[src/rtl/core_biu.sv]
// core_biu - bus interface unit for the core.
//
// Merges NUM_MASTERS request channels (0 = IFU fetch, 1 = LSU, others
// reserved) onto one memory port. Several transactions may be in flight.
// The memory returns responses in order, and each response goes back to the
// master that issued the matching command.
//
// Configuration macro: CORE_BIU_RR_ARB_EN
//   defined   -> round-robin arbitration; the search starts at a pointer that
//                moves past the last master served
//   undefined -> fixed priority; the lowest index wins
//
// Ports:
//   clk, rst                       clock; synchronous active-high reset
//   m_cmd_valid/ready              per-master command handshake
//   m_cmd_addr/read/wdata/wmask    packed per-master command fields
//   m_rsp_valid/ready              per-master response handshake
//   m_rsp_rdata, m_rsp_err         response payload, shared by all masters
//   s_cmd_*                        memory-side command (granted master)
//   s_rsp_*                        memory-side response
//   outs_cnt                       number of outstanding transactions
//   err_unexp_rsp                  sticky flag: response arrived with nothing
//                                  outstanding
module core_biu #(
  parameter int NUM_MASTERS = 2,
  parameter int ADDR_W      = 32,
  parameter int DATA_W      = 32,
  parameter int OUTS_DEPTH  = 4
) (
  input  logic                          clk,
  input  logic                          rst,
  input  logic [NUM_MASTERS-1:0]        m_cmd_valid,
  output logic [NUM_MASTERS-1:0]        m_cmd_ready,
  input  logic [NUM_MASTERS*ADDR_W-1:0] m_cmd_addr,
  input  logic [NUM_MASTERS-1:0]        m_cmd_read,
  input  logic [NUM_MASTERS*DATA_W-1:0] m_cmd_wdata,
  input  logic [NUM_MASTERS*DATA_W/8-1:0] m_cmd_wmask,
  output logic [NUM_MASTERS-1:0]        m_rsp_valid,
  input  logic [NUM_MASTERS-1:0]        m_rsp_ready,
  output logic [DATA_W-1:0]             m_rsp_rdata,
  output logic                          m_rsp_err,
  output logic                          s_cmd_valid,
  input  logic                          s_cmd_ready,
  output logic [ADDR_W-1:0]             s_cmd_addr,
  output logic                          s_cmd_read,
  output logic [DATA_W-1:0]             s_cmd_wdata,
  output logic [DATA_W/8-1:0]           s_cmd_wmask,
  input  logic                          s_rsp_valid,
  output logic                          s_rsp_ready,
  input  logic [DATA_W-1:0]             s_rsp_rdata,
  input  logic                          s_rsp_err,
  output logic [$clog2(OUTS_DEPTH):0]   outs_cnt,
  output logic                          err_unexp_rsp
);

  localparam int MASK_W = DATA_W / 8;
  localparam int IDX_W  = (NUM_MASTERS > 1) ? $clog2(NUM_MASTERS) : 1;
  localparam int PTR_W  = $clog2(OUTS_DEPTH);
  localparam int CNT_W  = PTR_W + 1;

  logic [IDX_W-1:0] id_fifo [OUTS_DEPTH];
  logic [PTR_W-1:0] wr_ptr;
  logic [PTR_W-1:0] rd_ptr;
  logic [CNT_W-1:0] count;
  logic             lock_q;
  logic [IDX_W-1:0] lock_idx;
  logic             err_q;

  logic [IDX_W-1:0] arb_idx;
  logic [IDX_W-1:0] gnt;
  logic [IDX_W-1:0] head;
  logic             gnt_valid;
  logic             head_ready;
  logic             full;
  logic             empty;
  logic             cmd_push;
  logic             rsp_pop;

`ifdef CORE_BIU_RR_ARB_EN
  logic [IDX_W-1:0] rr_ptr;
  logic             hi_found;
  logic [IDX_W-1:0] hi_idx;
`endif

  assign full     = (count == CNT_W'(OUTS_DEPTH));
  assign empty    = (count == '0);
  assign head     = id_fifo[rd_ptr];
  assign cmd_push = s_cmd_valid && s_cmd_ready;
  assign rsp_pop  = s_rsp_valid && s_rsp_ready;

  assign outs_cnt      = count;
  assign err_unexp_rsp = err_q;
  assign m_rsp_rdata   = s_rsp_rdata;
  assign m_rsp_err     = s_rsp_err;

  // Choose a master from the current requests. Round-robin takes the lowest
  // requester at or above the pointer and wraps to the lowest requester
  // overall when there is none. Fixed priority takes the lowest requester.
  always_comb begin
    arb_idx = '0;
`ifdef CORE_BIU_RR_ARB_EN
    hi_found = 1'b0;
    hi_idx   = '0;
    for (int i = NUM_MASTERS - 1; i >= 0; i--) begin
      if (m_cmd_valid[i]) begin
        arb_idx = IDX_W'(i);
        if (IDX_W'(i) >= rr_ptr) begin
          hi_found = 1'b1;
          hi_idx   = IDX_W'(i);
        end
      end
    end
    if (hi_found) begin
      arb_idx = hi_idx;
    end
`else
    for (int i = NUM_MASTERS - 1; i >= 0; i--) begin
      if (m_cmd_valid[i]) begin
        arb_idx = IDX_W'(i);
      end
    end
`endif
  end

  // A stalled command keeps its grant, so a later higher-priority request
  // cannot change the fields while the memory side is still looking at them.
  assign gnt = lock_q ? lock_idx : arb_idx;

  // Route the granted master's fields to the memory port. Only the granted
  // master sees ready. Issue is blocked while the ID FIFO is full.
  always_comb begin
    s_cmd_addr  = '0;
    s_cmd_read  = 1'b0;
    s_cmd_wdata = '0;
    s_cmd_wmask = '0;
    gnt_valid   = 1'b0;
    m_cmd_ready = '0;
    for (int i = 0; i < NUM_MASTERS; i++) begin
      if (gnt == IDX_W'(i)) begin
        s_cmd_addr  = m_cmd_addr[i*ADDR_W +: ADDR_W];
        s_cmd_read  = m_cmd_read[i];
        s_cmd_wdata = m_cmd_wdata[i*DATA_W +: DATA_W];
        s_cmd_wmask = m_cmd_wmask[i*MASK_W +: MASK_W];
        gnt_valid   = m_cmd_valid[i];
      end
    end
    s_cmd_valid = gnt_valid && !full;
    for (int i = 0; i < NUM_MASTERS; i++) begin
      m_cmd_ready[i] = s_cmd_valid && s_cmd_ready && (gnt == IDX_W'(i));
    end
  end

  // The oldest outstanding ID selects which master gets the response.
  // Nothing is routed while the FIFO is empty.
  always_comb begin
    head_ready  = 1'b0;
    m_rsp_valid = '0;
    for (int i = 0; i < NUM_MASTERS; i++) begin
      if (head == IDX_W'(i)) begin
        head_ready     = m_rsp_ready[i];
        m_rsp_valid[i] = s_rsp_valid && !empty;
      end
    end
  end

  assign s_rsp_ready = head_ready && !empty;

  // Sequential state: ID FIFO, occupancy, grant lock, error flag and the
  // round-robin pointer. The pointers wrap naturally because OUTS_DEPTH is a
  // power of two.
  always_ff @(posedge clk) begin
    if (rst) begin
      for (int i = 0; i < OUTS_DEPTH; i++) begin
        id_fifo[i] <= '0;
      end
      wr_ptr   <= '0;
      rd_ptr   <= '0;
      count    <= '0;
      lock_q   <= 1'b0;
      lock_idx <= '0;
      err_q    <= 1'b0;
`ifdef CORE_BIU_RR_ARB_EN
      rr_ptr   <= '0;
`endif
    end else begin
      if (cmd_push) begin
        id_fifo[wr_ptr] <= gnt;
        wr_ptr          <= wr_ptr + PTR_W'(1);
      end
      if (rsp_pop) begin
        rd_ptr <= rd_ptr + PTR_W'(1);
      end
      case ({cmd_push, rsp_pop})
        2'b10:   count <= count + CNT_W'(1);
        2'b01:   count <= count - CNT_W'(1);
        default: count <= count;
      endcase
      lock_q <= s_cmd_valid && !s_cmd_ready;
      if (s_cmd_valid && !s_cmd_ready) begin
        lock_idx <= gnt;
      end
      if (s_rsp_valid && empty) begin
        err_q <= 1'b1;
      end
`ifdef CORE_BIU_RR_ARB_EN
      if (cmd_push) begin
        rr_ptr <= (gnt == IDX_W'(NUM_MASTERS - 1)) ? '0 : gnt + IDX_W'(1);
      end
`endif
    end
  end

endmodule

[config.mk]
export PLATFORM = sky130hd
export DESIGN_NAME = core_biu
export DESIGN_NICKNAME = d
export VERILOG_FILES = /design/src/rtl/core_biu.sv
export SDC_FILE = /design/constraint.sdc
export NUM_CORES = 1
export LEC_CHECK = 0
export ABC_AREA = 1
export ABC_CLOCK_PERIOD_IN_PS = 4750
export BUFFER_PORTS_ARGS = -buffer_cell sky130_fd_sc_hd__buf_2
export CORE_AREA = 2 2 114 116
export CTS_CLUSTER_SIZE = 28
export DETAILED_ROUTE_END_ITERATION = 7
export DIE_AREA = 0 0 116 118
export PLACE_DENSITY = 0.51
export RECOVER_POWER = 25
export SKIP_CTS_REPAIR_TIMING = 1
export SLEW_MARGIN = 10
export SYNTH_ARGS = -nofsm -noshare
export SYNTH_HDL_FRONTEND = slang
export SYNTH_SLANG_ARGS = --single-unit
[constraint.sdc]
create_clock -name clk -period 4.75 [get_ports clk]
set_input_delay 0.7125 -clock clk [delete_from_list [all_inputs] [get_ports clk]]
set_output_delay 0.7125 -clock clk [all_outputs]
set_load 0.02 [all_outputs]
==> impl_results.md, run 1 <==
* Clock Skews at 1.20 ps
* CTS tree: built
* Setup TNS at 0 ps
* GPL Wtd Cong at 0.799
* Area leader, netlist: nand2_1
* Yosys top cell area share at 44.9%
* Fin crit period at 2980 ps
* Syn Area/Cell at 5.24 um2
* Clock sinks at 16
* Mapped Cells at 369
* Data arrival, critical path at 2270 ps
* Share of cells above drive strength 1 at 42.9%
* First-pass GRT wire length at 13100 um
* Core box area at 0.0124 mm2
* Nets@finish at 734
* Initial antenna violation count at 0
* Final routed wire length divided by cell count at 12.0 um
* Crit path kind: primary input to output port
* Fin. Hold Viols at 0
* Setup Viol. Count Final at 0
* IO Pins at 291
* Static leakage at 1.95 nW
* Vias at 2661
* Power per cell area at 239 mW/mm2
* Number of global-route vias before repair at 2565
* Hold Path Class: flop to flop
* Tightest Pin Transition at 817 ps
* Crit-path max FO at 48
* Crit. End Element: output port
* Synth warn at 0
* Port Buf Inserts at 224
* H-tree depth at 1
* Clock slew at reported path FFs at 50 ps
* Largest net degree at the start of global routing at 78
* Commonest non-fill, non-tap cell in the layout: nand2_1
* Startpoint types: primary input
* Post-DR vias/cell at 3.68
* Gr ovfl total at 0
* Worst endpoint required time at 4040 ps
* Unrepaired setup endpoints after global routing: no
* GR Util All Layers at 12.0%
* Cell Area, Synth at 0.00193 mm2
* Max Slew Vio Count at 0
* Fmax at 335 MHz
* Die width at 116 um
* Skew-Pair Late Insertion Delay at 240 ps
* Area delta synth->final at 57.8%
* Seq/Total Area, Yosys at 18.7%
* Post-Syn Nets at 550
* Die area at 0.0137 mm2
* Post-DP HPWL at 7460 um
* DRT Pass-1 Iters at 4
* Max-cap check violation count at 0
* CTS Buf Count at 3
* Maximum VDD drop at 115 uV
* Synth cell types at 24
* Fin util at 24.6%
* Final period util at 62.8%
* Post-Route WL at 8660 um
* ANT cells at 0
* CTS Buffer Depth at 2
* Yosys reg bits at 16
* Max-slew headroom at 45.4%
* Num rows at 41
* Most frequent cells in the layout: 231 x nand2_1, 224 x buf_2, 19 x inv_1, 13 x nor2_1, 12 x dfxtp_1
* Main area contributors after synthesis: nand2_1 45%, buf_4 14%, dfxtp_1 12%
* Residual DRC at 0
* Status: finished clean
* Antenna Nets Post-Route at 0
* Die Height at 118 um
* Iteration-0 DRC count of the detailed router at 82
* Starting density of the core at 15.6%
* CTS Root Cell: clkbuf_16
==> routing by layer <==
metal | GRT usage [%] | up-vias | part of all wire [%]
li1 | - | 1444 | -
met1 | 14.9 | 1072 | 44
met2 | 21.4 | 141 | 48
met3 | 2.78 | 4 | 8.0
met4 | 1.34 | 0 | 0.70
met5 | 0 | - | 0
==> worst paths after layout <==
| check | start | end | cells past startpoint | slack, ps |
|---|---|---|---|---|
| max | m_cmd_valid[0] | s_cmd_wdata[24] | 8 | 1770 |
| min | err_unexp_rsp | err_unexp_rsp | 2 | 450 |
| max reg2reg | lock_idx | outs_cnt[2] | 13 | 2120 |
| min reg2reg | err_unexp_rsp | err_unexp_rsp | 2 | 450 |
==> where the power goes <==
| part | leakage (nW) | switching (mW) | internal (mW) |
|---|---|---|---|
| Clock | 0.0382 | 0.0532 | 0.114 |
| Sequential | 0.140 | 0.0115 | 0.155 |
| Combinational | 1.77 | 0.253 | 0.143 |
| Total | 1.95 | 0.317 | 0.411 |
==> metrics by stage <==
step / hold slack (ps) / instance area [um2] / cells / worst slack [ps] / power (mW)
finish: 452 / 3050 / 724 / 1770 / 0.728
global route: 481 / 3050 / 724 / 1550 / 0.783
CTS: 454 / 3050 / 724 / 1740 / 0.737
detailed placement: 447 / 2970 / 720 / 1630 / 0.569
global placement: 440 / 2970 / 720 / 1650 / 0.571
floorplan: 459 / 1930 / 369 / 2460 / 0.440
==> worst max-delay path, cell delays in order <==
cell	delay [ps]
buf_2	100
nor2_1	160
a21oi_4	80
inv_2	590
buf_4	330
nand2_1	80
nand2_1	50
buf_2	160
==> logic make-up after synthesis <==
kind of cell,Yosys count,synth area share [%]
AND/OR/NAND/NOR,260,52.6
buffers and inverters,73,21.4
AO/OA/AOI/OAI,16,4.73
flip-flops,16,18.7
XOR/XNOR,2,0.907
adder cells (fa/ha/maj),2,1.68
==> final cells by class <==
class                      count  area, um2
multi-input combinational    280       1160
sequential                    16        360
inverter                      25       93.8
tap                          172        215
fill                        1495       9370
clock buffer                   4       78.8
timing repair buffer         227       1140
==> cells in the mapped netlist (all sizes together) <==
library cell	instances
nand2	232
buf	42
inv	23
nor2	13
dfxtp	12
a21oi	9
nand3	9
o21ai	7
clkbuf	6
edfxtp	4
clkinv	2
nand4	2
nor3	2
xor2	2
fa	1
ha	1
nand3b	1
nor4	1
No activity file was read; power rests on OpenSTA's default activity.
==> inputs of run 2 (changes only) <==
--- a/config.mk
+++ b/config.mk
@@ -6,13 +6,13 @@
 export NUM_CORES = 1
 export LEC_CHECK = 0
 export ABC_AREA = 1
-export ABC_CLOCK_PERIOD_IN_PS = 4750
+export ABC_CLOCK_PERIOD_IN_PS = 2550
 export BUFFER_PORTS_ARGS = -buffer_cell sky130_fd_sc_hd__buf_2
 export CORE_AREA = 2 2 114 116
 export CTS_CLUSTER_SIZE = 28
 export DETAILED_ROUTE_END_ITERATION = 7
 export DIE_AREA = 0 0 116 118
-export PLACE_DENSITY = 0.51
+export PLACE_DENSITY = 0.53
 export RECOVER_POWER = 25
 export SKIP_CTS_REPAIR_TIMING = 1
 export SLEW_MARGIN = 10
==> constraint.sdc (replaced) <==
create_clock -name clk -period 2.55 [get_ports clk]
set_input_delay 0.3825 -clock clk [delete_from_list [all_inputs] [get_ports clk]]
set_output_delay 0.3825 -clock clk [all_outputs]
set_load 0.02 [all_outputs]
==> run 2 against run 1 <==
- non-clock buffer count grew 1
- core utilization up 0.16 points
- final area increased by 0.66%
- count of clock-buffer cells in the layout is the same
- sequential share of layout area shrank 0.077 points
- die area stayed put
- worst hold slack worse by 55 ps
- clock power up 86%
- via count fell by 0.26%
- first-iteration DRC count fell by 12%
- critical path depth increased by 4
- flip-flop and latch count is the same
==> impl_results.md, run 2 (synthesis gave the netlist of run 1 again) <==
* Crit-path max FO at 6 (-88%)
* Startpoint types: flop
* Iteration-0 DRC count of the detailed router at 72 (-12%)
* Skew-Pair Late Insertion Delay at 240 ps (about the same)
* Core box area at 0.0124 mm2 (unchanged)
* Port Buf Inserts at 224 (unchanged)
* Critical Path Max Stage Delay at 380 ps (-210 ps)
* Data arrival, critical path at 2240 ps (-30 ps)
* Antenna Nets Post-Route at 0 (unchanged)
* Final routed wire length divided by cell count at 11.3 um (-5.5%)
* Setup TNS at 0 ps (unchanged)
* Clock sinks at 16 (unchanged)
* Starting density of the core at 15.6% (unchanged)
* Num rows at 41 (unchanged)
* Area delta synth->final at 58.9%
* Clock power frac at 22.8% (about the same)
* CTS tree: built
* Share of cells above drive strength 1 at 43.0% (+0.10 points)
* Maximum VDD drop at 181 uV (+57%)
* CTS Buffer Depth at 2 (unchanged)
* Max-cap check violation count at 0 (unchanged)
* Unrepaired setup endpoints after global routing: no
* Max-slew headroom at 66.9% (+21 points)
* Die area at 0.0137 mm2 (unchanged)
* Setup Viol. Count Final at 0 (unchanged)
* Part of the power in registers at 22.8% (about the same)
* Tightest Pin Transition at 497 ps (-321 ps)
* Post-Route WL at 8200 um (-5.4%)
* DRT Pass-1 Iters at 4 (unchanged)
* Power per cell area at 442 mW/mm2 (+85%)
* CTS Buf Count at 3 (unchanged)
* Post-DR vias/cell at 3.66 (-0.40%)
* GPL Wtd Cong at 0.756 (-5.3%)
* Net Sw Frac at 43.3% (-0.28 points)
* Crit path cell chain: inv_1, nand3_1, o21ai_0, clkinv_1, nand3_4, ha_1, inv_1, fa_1, a21oi_1, o21ai_0, o21ai_0, a21oi_1
* Final period util at 82.8%
* H-tree depth at 1 (unchanged)
* Gr ovfl total at 0 (unchanged)
* Commonest non-fill, non-tap cell in the layout: nand2_1
* Vias at 2654 (-0.26%)
* Initial antenna violation count at 0 (unchanged)
* Die width at 116 um (unchanged)
* Pre-CTS setup slack at 392 ps (-1240 ps)
* Max Slew Vio Count at 0 (unchanged)
* CTS Root Cell: clkbuf_16
* Clock slew at reported path FFs at 50 ps (about the same)
* Post-route insts no fill at 725 (+0.14%)
* GR Util All Layers at 11.4% (-0.61 points)
* Post-Place Cells at 721 (+0.14%)
* ANT cells at 0 (unchanged)
* Fin crit period at 2110 ps
* Largest net degree at the start of global routing at 53 (-32%)
* Worst setup margin at 437 ps (-1330 ps)
* Number of global-route vias before repair at 2531 (-1.3%)
* Most frequent cells in the layout: 231 x nand2_1, 224 x buf_2, 19 x inv_1, 13 x nor2_1, 12 x dfxtp_1
* Die Height at 118 um (unchanged)
* Worst endpoint required time at 2680 ps (-1360 ps)
* Fmax at 473 MHz
* Crit path kind: flop to flop
* First-pass GRT wire length at 12700 um (-3.0%)
* Post-DP HPWL at 7140 um (-4.3%)
* Final-layout fill cell count at 1512 (+1.1%)
* Crit. End Element: flop
* Register area at 360 um2 (unchanged)
* P_int at 769 uW (+87%)
* Switching power at 587 uW (+85%)
* Nets@finish at 735 (+0.14%)
* Fin. Hold Viols at 0 (unchanged)
* Status: finished clean
* Multi-input logic area at 0.00116 mm2 (unchanged)
* Total power at 1.36 mW (+86%)
* Clock Skews at 3.59 ps (+2.39 ps)
* Hold Path Class: primary input to flop
* Static leakage at 1.96 nW (+0.41%)
* Worst hold slack at 398 ps (-54.6 ps)
* Comb pwr share at 54.4% (about the same)
* IO Pins at 291 (unchanged)
* Top cell by count, worst path: o21ai_0
* Slowest CP cell: fa_1
* Residual DRC at 0 (unchanged)
## run 2: cell type report
cell class	count	area share, %
well taps	172	7.01
clock buffers	4	2.57
repair buffers	228	37.9
flip-flops and latches	16	11.7
multi-input cells	280	37.7
inverters	25	3.06
## run 2: power groups by stage
stage          registers, mW  logic, mW  clock network (mW)
2_1_floorplan          0.326      0.494                   0
3_3_place_gp           0.313      0.747                   0
3_5_place_dp           0.314      0.746                   0
4_1_cts                0.309      0.748               0.314
5_1_grt                0.314      0.817               0.333
6_report               0.309      0.738               0.310
## run 2: worst max-delay path: cells and delay by family (launching register included)
| family | cells | cell delay [ps] |
|---|---|---|
| adder cells (fa/ha/maj) | 2 | 530 |
| buffers and inverters | 3 | 330 |
| AO/OA/AOI/OAI | 5 | 570 |
| flip-flops | 1 | 340 |
| AND/OR/NAND/NOR | 2 | 230 |
## run 2: final timing paths
| check | from | end | slack [ps] | cells after the start |
|---|---|---|---|---|
| setup / recovery | outs_cnt[0] | outs_cnt[2] | 440 | 12 |
| hold / removal | s_rsp_valid | err_unexp_rsp | 400 | 3 |
| setup reg to reg | outs_cnt[0] | outs_cnt[2] | 440 | 12 |
| hold reg to reg | err_unexp_rsp | err_unexp_rsp | 440 | 2 |
## run 2: through the flow
stage | util, % | instance area (um2)
finish | 24.7 | 3070
global route | 24.7 | 3070
CTS | 24.7 | 3070
detailed placement | 24.1 | 2990
global placement | 24.1 | 2990
floorplan | - | 1930
## run 2: per-layer routing
metal	GRT usage, %	vias up	part of all wire (%)
li1	-	1449	-
met1	14.3	1076	43
met2	20.0	125	48
met3	2.63	4	7.6
met4	1.49	0	0.55
met5	0	-	0
